$ cat src/rtl/xy_route_ctrl.sv
// Per-input-port route computation and wormhole lock for a mesh NoC router.
// Routes head flits (XY or YX order), locks the output port until the tail is granted.
module xy_route_ctrl #(
  parameter int unsigned FLIT_W    = 12,
  parameter int unsigned X_W       = 2,
  parameter int unsigned Y_W       = 2,
  parameter int unsigned DEST_LSB  = 8,
  parameter int unsigned TYPE_LSB  = 6,
  parameter int unsigned COLS      = 3,
  parameter int unsigned ROWS      = 3,
  parameter bit          YX_MODE   = 1'b0,
  parameter int unsigned STALL_MAX = 255
) (
  input  logic               clk,
  input  logic               rst_n,
  input  logic [X_W+Y_W-1:0] id,
  input  logic [FLIT_W-1:0]  flit_in,
  input  logic               empty,
  input  logic               grant,
  output logic [4:0]         outport,
  output logic               rd_en,
  output logic               err_drop,
  output logic               stall
);

  localparam int unsigned ID_W  = X_W + Y_W;
  localparam int unsigned CNT_W = (STALL_MAX < 1) ? 1 : $clog2(STALL_MAX + 1);
  localparam logic [CNT_W-1:0] StallMax = CNT_W'(STALL_MAX);

  localparam logic [4:0] PortLocal = 5'b00001;
  localparam logic [4:0] PortEast  = 5'b00010;
  localparam logic [4:0] PortSouth = 5'b00100;
  localparam logic [4:0] PortWest  = 5'b01000;
  localparam logic [4:0] PortNorth = 5'b10000;

  typedef enum logic [1:0] {
    FtSingle = 2'b00,
    FtHead   = 2'b01,
    FtBody   = 2'b10,
    FtTail   = 2'b11
  } flit_type_e;

  typedef enum logic {
    StIdle,
    StActive
  } state_e;

  state_e           state_q, state_d;
  logic [4:0]       port_q, port_d;
  logic [CNT_W-1:0] stall_cnt_q, stall_cnt_d;
  logic             stall_q, stall_d;
  logic             err_drop_q, err_drop_d;

  flit_type_e       ftype;
  logic [ID_W-1:0]  dest;
  logic [X_W-1:0]   dest_col, id_col;
  logic [Y_W-1:0]   dest_row, id_row;
  logic             is_head;
  logic             is_last;
  logic             dest_in_mesh;
  logic [4:0]       route_port;
  logic             rd_en_c;
  logic             unused_flit_bits;

  assign ftype    = flit_type_e'(flit_in[TYPE_LSB +: 2]);
  assign dest     = flit_in[DEST_LSB +: ID_W];
  assign dest_col = dest[X_W-1:0];
  assign dest_row = dest[ID_W-1:X_W];
  assign id_col   = id[X_W-1:0];
  assign id_row   = id[ID_W-1:X_W];

  // Payload bits are carried by the datapath, not inspected here.
  assign unused_flit_bits = ^flit_in;

  assign is_head      = (ftype == FtSingle) || (ftype == FtHead);
  assign is_last      = (ftype == FtSingle) || (ftype == FtTail);
  assign dest_in_mesh = (32'(dest_col) < COLS) && (32'(dest_row) < ROWS);

  // Dimension-order route; rows grow southward, columns grow eastward.
  always_comb begin
    route_port = PortLocal;
    if (dest == id) begin
      route_port = PortLocal;
    end else if (!YX_MODE) begin
      if (dest_col != id_col) begin
        route_port = (dest_col > id_col) ? PortEast : PortWest;
      end else begin
        route_port = (dest_row > id_row) ? PortSouth : PortNorth;
      end
    end else begin
      if (dest_row != id_row) begin
        route_port = (dest_row > id_row) ? PortSouth : PortNorth;
      end else begin
        route_port = (dest_col > id_col) ? PortEast : PortWest;
      end
    end
  end

  always_comb begin
    state_d     = state_q;
    port_d      = port_q;
    stall_cnt_d = stall_cnt_q;
    err_drop_d  = 1'b0;
    outport     = '0;
    rd_en_c     = 1'b0;

    case (state_q)
      StIdle: begin
        if (!empty) begin
          if (is_head && dest_in_mesh) begin
            port_d  = route_port;
            state_d = StActive;
          end else begin
            // No open packet or unreachable destination: discard the flit.
            rd_en_c    = 1'b1;
            err_drop_d = 1'b1;
          end
        end
      end
      StActive: begin
        outport = empty ? 5'b0 : port_q;
        rd_en_c = grant && !empty;
        if (rd_en_c) begin
          if (is_last) begin
            state_d = StIdle;
            port_d  = '0;
          end
        end else if ((outport != 5'b0) && !grant && (stall_cnt_q != StallMax)) begin
          stall_cnt_d = stall_cnt_q + 1'b1;
        end
      end
      default: begin
        state_d = StIdle;
        port_d  = '0;
      end
    endcase

    // Never pop the FIFO while the block is held in reset.
    rd_en_c = rd_en_c && rst_n;
    if (rd_en_c) begin
      stall_cnt_d = '0;
    end
    stall_d = (stall_cnt_d == StallMax);
  end

  always_ff @(posedge clk) begin
    if (!rst_n) begin
      state_q     <= StIdle;
      port_q      <= '0;
      stall_cnt_q <= '0;
      stall_q     <= 1'b0;
      err_drop_q  <= 1'b0;
    end else begin
      state_q     <= state_d;
      port_q      <= port_d;
      stall_cnt_q <= stall_cnt_d;
      stall_q     <= stall_d;
      err_drop_q  <= err_drop_d;
    end
  end

  assign rd_en    = rd_en_c;
  assign err_drop = err_drop_q;
  assign stall    = stall_q;

endmodule

$ cat config.mk
export PLATFORM = sky130hd
export DESIGN_NAME = xy_route_ctrl
export DESIGN_NICKNAME = d
export VERILOG_FILES = /design/src/rtl/xy_route_ctrl.sv
export SDC_FILE = /design/constraint.sdc
export NUM_CORES = 1
export LEC_CHECK = 0
export CAP_MARGIN = 25
export CELL_PAD_IN_SITES_DETAIL_PLACEMENT = 0
export CELL_PAD_IN_SITES_GLOBAL_PLACEMENT = 1
export CORE_MARGIN = 1
export CORE_UTILIZATION = 35
export CTS_CLUSTER_DIAMETER = 40
export DETAILED_ROUTE_END_ITERATION = 10
export PLACE_DENSITY = 0.79
export REMOVE_ABC_BUFFERS = 1
export SETUP_SLACK_MARGIN = 0.3
export SLEW_MARGIN = 10
export SYNTH_ARGS = -nofsm -noshare
export SYNTH_HDL_FRONTEND = slang
export SYNTH_SLANG_ARGS = --single-unit
$ cat constraint.sdc
create_clock -name clk -period 2 [get_ports clk]
set_input_delay 0.4 -clock clk [delete_from_list [all_inputs] [get_ports clk]]
set_output_delay 0.4 -clock clk [all_outputs]
set_load 0.03 [all_outputs]
; After elaboration in Yosys (flattened, before gate mapping)
; Cells that the tools add are included.
[totals]
ff_bits = 16
elab_cells = 59
in_bits = 20
[op_classes]
eq_ne = 10
n_addsub = 1
n_reduce_logical = 14
order_cmp = 4
mux = 23
bitwise_logic = 2
[op_table]
columns = op, n
row1 = 2-to-1 mux 5 bit, 9
row2 = 2-to-1 mux 8 bit, 4
row3 = case mux 5 bit (2 select lines), 1
row4 = adder 8 x 1 -> 8 bit (second input constant), 1
row5 = == test 8 bit (second input constant), 1
row6 = != test 8 bit (second input constant), 1
row7 = logical AND 1 bit, 6
row8 = 2-to-1 mux 1 bit, 6
row9 = nonzero test 5 bit, 1
row10 = == test 4 bit, 1
row11 = greater-than comparator 2 bit, 2
row12 = less-than comparator 2 bit (second input constant), 2
row13 = 2-to-1 mux 4 bit, 1
row14 = != test 2 x 1 -> 1 bit (second input constant), 2
row15 = != test 2 bit (second input constant), 2
row16 = case mux 1 bit (2 select lines), 2
row17 = AND reduction 4 bit, 1
row18 = == test 2 x 1 -> 1 bit (second input constant), 1
row19 = == test 2 bit (second input constant), 1
row20 = logical NOT 1 bit, 2
row21 = logical NOT 2 bit, 1
row22 = logical OR 1 bit, 2
row23 = != test 2 bit, 1
row24 = inverter 1 bit, 2
row25 = OR reduction 2 bit, 1

; Depth between registers and ports, before layout
[logic_depth]
depth_word = 9
depth_mapped = 7
depth_no_buf = 7

; Worst setup path after synthesis
; Ideal clock, no wire load.
[synth_path]
path_kind = flip-flop to flip-flop
from = register stall_cnt_q[0]
to = register stall_q, in the netlist stall
path_slack_ns = 0.191
n_path_buf = 1
stages_incl_launch_ff = 8
required_time_ns = 1.913
arrival_ns = 1.722
period_less_slack_ns = 1.809
cell_sequence = dfxtp_1 -> ha_1 -> and4_1 -> and2_1 -> buf_2 -> or4_4 -> a21oi_2 -> nor4b_2
[synth_via]
elab_chain_cells = 7
elab_cells_between_ends = 8
classes_between = 1 x add/sub / 2 x eq/ne / 4 x mux / 1 x reduce/logical
[synth_rtl]
columns = element, line_no
row1 = start: declaration, 50  ; logic [CNT_W-1:0] stall_cnt_q, stall_cnt_d;
row2 = start signal: assignment, 156  ; stall_cnt_q <= stall_cnt_d;
row3 = branches (longest 4 deep; another with adder 8 x 1 -> 8 bit), n/a
row4 = 2-to-1 mux 8 bit (*), 107  ; case (state_q)
row5 = 2-to-1 mux 8 bit (*), 140  ; if (rd_en_c) begin
row6 = == test 8 bit (*), 143  ; stall_d = (stall_cnt_d == StallMax);
row7 = end signal: assignment, 157  ; stall_q <= stall_d;
row8 = end: declaration, 51  ; logic stall_q, stall_d;
; Every way passes the cells marked *.
; A chain may end at the register's enable or synchronous reset.

; Worst setup path in the final report
[layout_path]
from = register state_q
to = output outport[0]
[layout_via]
elab_chain_cells = 1
[layout_rtl]
columns = element, line_no
row1 = start: declaration, 48  ; state_e state_q, state_d;
row2 = start signal: assignment, 148  ; state_q <= StIdle;
row3 = start signal: assignment, 154  ; state_q <= state_d;
row4 = 2-to-1 mux 5 bit, 107
row5 = end: declaration, 20  ; output logic [4:0] outport,
; No other way between the ends.

==> out/metrics.cfg <==
[outcome]
status=finished with violations
violations=design-rule violations

[logic_synthesis]
synthAdderAreaFrac_pct=7.96
yosysTopAreaCellShare_pct=29.1
synth_cells=128
synthMuxAreaShare_pct=5.46
async_flop_share_pct=0
synthTopCellsByCount=dfxtp_1, nor2_1, inv_1
synth_top_family_by_area=simple AND/OR/NAND/NOR gates
synth-seq-cells=16
yosysMostFrequentCell=dfxtp_1
synth_area_leaders=dfxtp_1, ha_1, mux2i_1, nor2_1, and2_1
yosysSeqAreaShare_pct=29.1
synth.avg_cell_area_um2=8.59
synthFlopType=dfxtp_1
ys_types=45
synth_xor_area_share_pct=2.39
synth_top_cell_by_area=dfxtp_1
yosys_warnings=0
synth-simple-area-share_pct=31.2
synth-edff-count=0
syn_area_um2=1100
synth_compound_area_share_pct=18.7

[worst_setup_path]
arrival_ns=1.33
reg2reg_depth=6
path_class=flop to output pin
worst-path-max-fanout=6
crit_required_ns=1.60
cp_slowest_stage_delay_ns=0.37
crit_chain=buf_6 -> and2b_2 -> and2_1 -> buf_6
endpoint_kind=output pin
crit_path_frequent_cell=buf_6
cpMaxStageDelayCell=dfxtp_4
setup.worst_path.start_class=flop

[detailed_routing]
drt-pass1-iter-count=7
wl_met2_um=1520
ant_nets=0
vias=1094
drt_iter0_markers=31
drt-total-wl_um=3030
wl_met1_um=1390
highest_layer=met4
wl_met3_um=110
drc_errors=2
post_drt_wl_per_cell_um=13.8
vias_per_cell=4.97

[cts]
clk_path_buf_depth=2
numCtsBuffers=3
clkLatencyLatePin_ns=0.30
cts-root-buf=clkbuf_4
cts.sinks=16
clk_pin_slew_ns=0.11
cts_hold_buf=0
cts.htree.levels=1
tritoncts=yes

[timing]
hold_viol=0
tightest_slew_ns=0.361
setup_slack_ns=0.270
finalCritPeriodShare_pct=86.5
skew_ns=0.0136
fmax_mhz=578
setup_viol=0
relSlewSlack_pct=75.2
hold_ws_ns=0.537
rsz0062_at_grt=true
period_minus_slack_ns=1.73
slew_violations=0
fin_setup_tns_ns=0

[job]
drv_cap=0

[layout]
fin_nets=206
final_area_um2=1800
diodes=0
area_growth_syn_to_layout_pct=63.7
post-route-util_pct=62.6
stdcell_count=220
fillers=238
drive_above_1_share_pct=50.0

[hold_path]
hp-class=flop to flop
holdPathStages=2

[place]
port_buffers=21
place_area_um2=1460
preCtsSetupSlack_ns=-0.230
dp_hpwl_um=2110
gp_congestion=0.860
dp_cells=205

[global_route]
grt_pass1_wl_um=5000
grt_pass1_vias=1097
grt_max_degree=13
antenna_found_initial=0
overflow=0
grt_usage_pct=19.2

[floorplanning]
core_um2=2880
rows=19
die_y_um=58.1
die_w_um=58.1
start_util_pct=38.2
fp.dieArea_um2=3370
ioPinCount=28

[power]
power_uw=753
p_leak_nw=0.755
ir_drop_v=0.000463
power_density_nw_per_um2=418

## timing repair
action,in CTS,in global routing
setup endpoints to repair,21,15
pin swaps,17,10
setup buffers,8,2
gates resized for setup,65,32
gates cloned,0,1
hold endpoints to repair,0,0
## cell usage in the layout (no fill, tap or decap), types with 4 or more instances in the layout
| master | synthesis | layout |
|---|---|---|
| a21oi_1 | 5 | 5 |
| and2_4 | 0 | 5 |
| buf_4 | 0 | 24 |
| buf_6 | 1 | 12 |
| dfxtp_1 | 16 | 10 |
| dfxtp_2 | 0 | 5 |
| dlygate4sd2_1 | 0 | 4 |
| ha_4 | 0 | 6 |
| inv_1 | 9 | 5 |
| mux2i_1 | 6 | 5 |
| nand2_1 | 6 | 5 |
| nor2_1 | 15 | 12 |
## path summary, 6_finish.rpt
check	from	to	slack [ns]
max	state_q	outport[0]	0.27
min	port_q[3]	port_q[3]	0.54
max reg2reg	stall_cnt_q[1]	stall	0.30
min reg2reg	port_q[3]	port_q[3]	0.54
## layer usage
metal / global-route usage (%) / up-vias
li1: - / 561
met1: 23.6 / 515
met2: 34.5 / 16
met3: 4.46 / 2
met4: 3.06 / 0
met5: 0 / -
## state kept, by name (all words and copies together), names as in the netlist
signal       cells
err_drop         1
stall            1
state_q          1
port_q           5
stall_cnt_q      8
## cells by family (layout without fill, tap and decap cells)
| kind of cell | Yosys count | count (layout) |
|---|---|---|
| and+or+nand+nor | 57 | 57 |
| AOI/OAI and AO/OA | 26 | 26 |
| DFF | 16 | 16 |
| muxes | 6 | 6 |
| buffers and inverters | 13 | 63 |
| adders and majority gates | 7 | 7 |
| xor gates and xnor gates | 3 | 3 |
## area by class of cell
class / instances / area (um2) / share of cell area [%]
Inverter: 10 / 40.0 / 2.22
Tap cell: 42 / 52.6 / 2.92
Clock buffer: 4 / 36.3 / 2.02
Sequential cell: 16 / 330 / 18.3
Timing Repair Buffer: 49 / 423 / 23.5
Multi-Input combinational cell: 99 / 918 / 51.0
## report_power, final
| part | internal (mW) | total (mW) | switching (mW) |
|---|---|---|---|
| combinational | 0.110 | 0.199 | 0.0896 |
| sequential | 0.323 | 0.328 | 0.00506 |
| clock | 0.111 | 0.226 | 0.115 |
| total | 0.544 | 0.753 | 0.210 |
## critical path: cells and delay by family (launching register included)
| family | cells | cell delay, ns |
|---|---|---|
| flops | 1 | 0.37 |
| simple gates | 2 | 0.40 |
| buf+inv | 2 | 0.27 |
Power figures use the tool's default switching activity.
==> variant, RTL diff (same settings) <==
`YX_MODE`: 1'b0 -> 1'b1.
--- a/src/rtl/xy_route_ctrl.sv
+++ b/src/rtl/xy_route_ctrl.sv
@@ -9,5 +9,5 @@
   parameter int unsigned COLS      = 3,
   parameter int unsigned ROWS      = 3,
-  parameter bit          YX_MODE   = 1'b0,
+  parameter bit          YX_MODE   = 1'b1,
   parameter int unsigned STALL_MAX = 255
 ) (
Function: changed (a bounded check fails within 4 cycles, from zero or initial values and one cycle with rst_n low).
==> variant against the unedited design <==
  * Area after synthesis is 7.8% lower
  * Clock power is 7% lower
  * Sequential cell count stayed put
  * Total power is 7.6% lower
  * Routed wire length is 20% lower
  * Fmax is 12% lower
  * Utilization is 3.9 points lower
  * Setup slack worse by 230 ps
  * Combinational power is 20% lower
  * Via count is 11% lower
  * Design area is 10% lower
  * Critical path type is now input pin to primary output
  * Critical endpoint is now rd_en
==> variant: results (changes against the unedited design) <==
| Metric | Value |
|---|---|
| Run status | `finished clean` |
| Top post-synthesis cells by count | `dfxtp_1 (16), inv_1 (9), nand2_1 (9), nor2_1 (9)` |
| Worst relative slew slack | `75.04% (-0.19 points)` |
| Critical path launch point | `flit_in[7]` |
| First-pass GRT wire length | `4.050 mm (-19%)` |
| Largest net degree at the start of global routing | `10 (-3)` |
| Synth top area cells | `dfxtp_1 (32%), ha_1 (8.6%), mux2i_1 (5.9%), xnor2_1 (5.2%), and2_1 (4.3%)` |
| Async SR Flop Fraction | `0% (unchanged)` |
| Overall routing resource usage | `15.97% (-3.2 points)` |
| DR WL/cell | `12.45 um (-9.6%)` |
| Clk_lat worst skew | `280 ps (-20 ps)` |
| Fraction of synthesized area in multiplexers | `5.926% (+0.47 points)` |
| CP Capture Point | `rd_en` |
| Total number of vias | `973 (-11%)` |
| Drt first pass iters | `4 (-3)` |
| Xor-xnor portion of the synthesized cell area | `5.185% (+2.8 points)` |
| RR Startpoint | `port_q[0]` |
| Compound-Gate Fraction of Synth Area | `11.48% (-7.2 points)` |
| Vias in the first global route | `936 (-15%)` |
| CP max FO | `2 (-4)` |
| CP arrival | `1560 ps (+230 ps)` |
| Ratio of cells with drive above 1 in the final layout | `39.63% (-10 points)` |
| Clk_skew | `11.73 ps (-1.819 ps)` |
| Netlist cell types | `37 (-18%)` |
| Nets | `192 (-6.8%)` |
| Leakage | `0.6618 nW (-12%)` |
| Final Wtd Congestion | `0.8078 (-6.0%)` |
| Detailed placement HPWL | `1.732 mm (-18%)` |
| Worst reg2reg setup slack | `180 ps (-120 ps)` |
| # fillers | `257 (+8.0%)` |
| Post-Synth Adder-Cell Area | `8.642% (+0.68 points)` |
==> variant: changes by cell type after synthesis, moves of 3 or more <==
cell,before,now
nor3_1,3,6
nand2_1,6,9
xnor2_1,3,6
nor2_1,15,9
nand4b_1,3,0
==> variant: through the flow <==
stage | cell area [um^2] | util, % | setup TNS, ps | std cells | setup slack [ps]
2_1_floorplan | 1001 | - | -996.8 | 117 | -515.5
3_3_place_gp | 1348 | 48.87 | -2862 | 184 | -576.2
3_5_place_dp | 1348 | 48.87 | -3226 | 184 | -614.6
4_1_cts | 1463 | 53.04 | 0 | 192 | 28.94
5_1_grt | 1619 | 58.71 | -0.7075 | 195 | -0.7075
6_report | 1619 | 58.71 | 0 | 195 | 42.40
==> variant: area by class of cell <==
type	instances	area (um^2)	area share, %
inverter	9	36.28	2.241
timing repair buffer	43	389.1	24.03
clock buffer	4	36.28	2.241
multi-input combinational	92	792.0	48.92
sequential	16	326.6	20.17
tap	31	38.79	2.396
==> variant: kinds of logic after synthesis <==
logic type,Yosys count
flip-flops,16
adder cells (fa/ha/maj),7
buffers and inverters,12
AO/OA/AOI/OAI,16
AND/OR/NAND/NOR,57
multiplexers,6
XOR/XNOR,6
==> variant: how the worst min path moves through the flow <==
stage	start	to	slack (ps)	cells after the start
finish	stall_cnt_q[1]	stall_cnt_q[1]	530	2
CTS	stall_cnt_q[1]	stall_cnt_q[1]	520	2
detailed placement	stall_cnt_q[1]	stall_cnt_q[1]	510	2
floorplan	stall_cnt_q[1]	stall_cnt_q[1]	480	2
global placement	stall_cnt_q[1]	stall_cnt_q[1]	500	2
global route	stall_cnt_q[1]	stall_cnt_q[1]	580	2
==> variant: critical path, cell delays in order <==
cell and delay (ps):
buf_6 80, inv_4 30, ha_4 150, a2bb2oi_2 150, and3b_2 220, nor4b_4 310
buf_4 220
==> variant: metal layers <==
metal,up-vias,global-route usage [%],wire (um)
li1,510,-,-
met1,444,20.03,1056
met2,17,27.88,1274
met3,2,3.256,83
met4,0,4.181,11
met5,-,0,0
==> variant: report_power, final <==
group | internal, mW | switching [mW]
Sequential | 0.323 | 0.00341
Combinational | 0.0884 | 0.0711
Clock | 0.111 | 0.100
Total | 0.522 | 0.174
==> variant: timing repair <==
action / in CTS / in global routing
setup endpoints to repair: 20 / 16
setup buffers: 4 / 3
resized for setup: 31 / 33
pin swaps: 6 / 14
endpoints found under the hold margin: 0 / 0
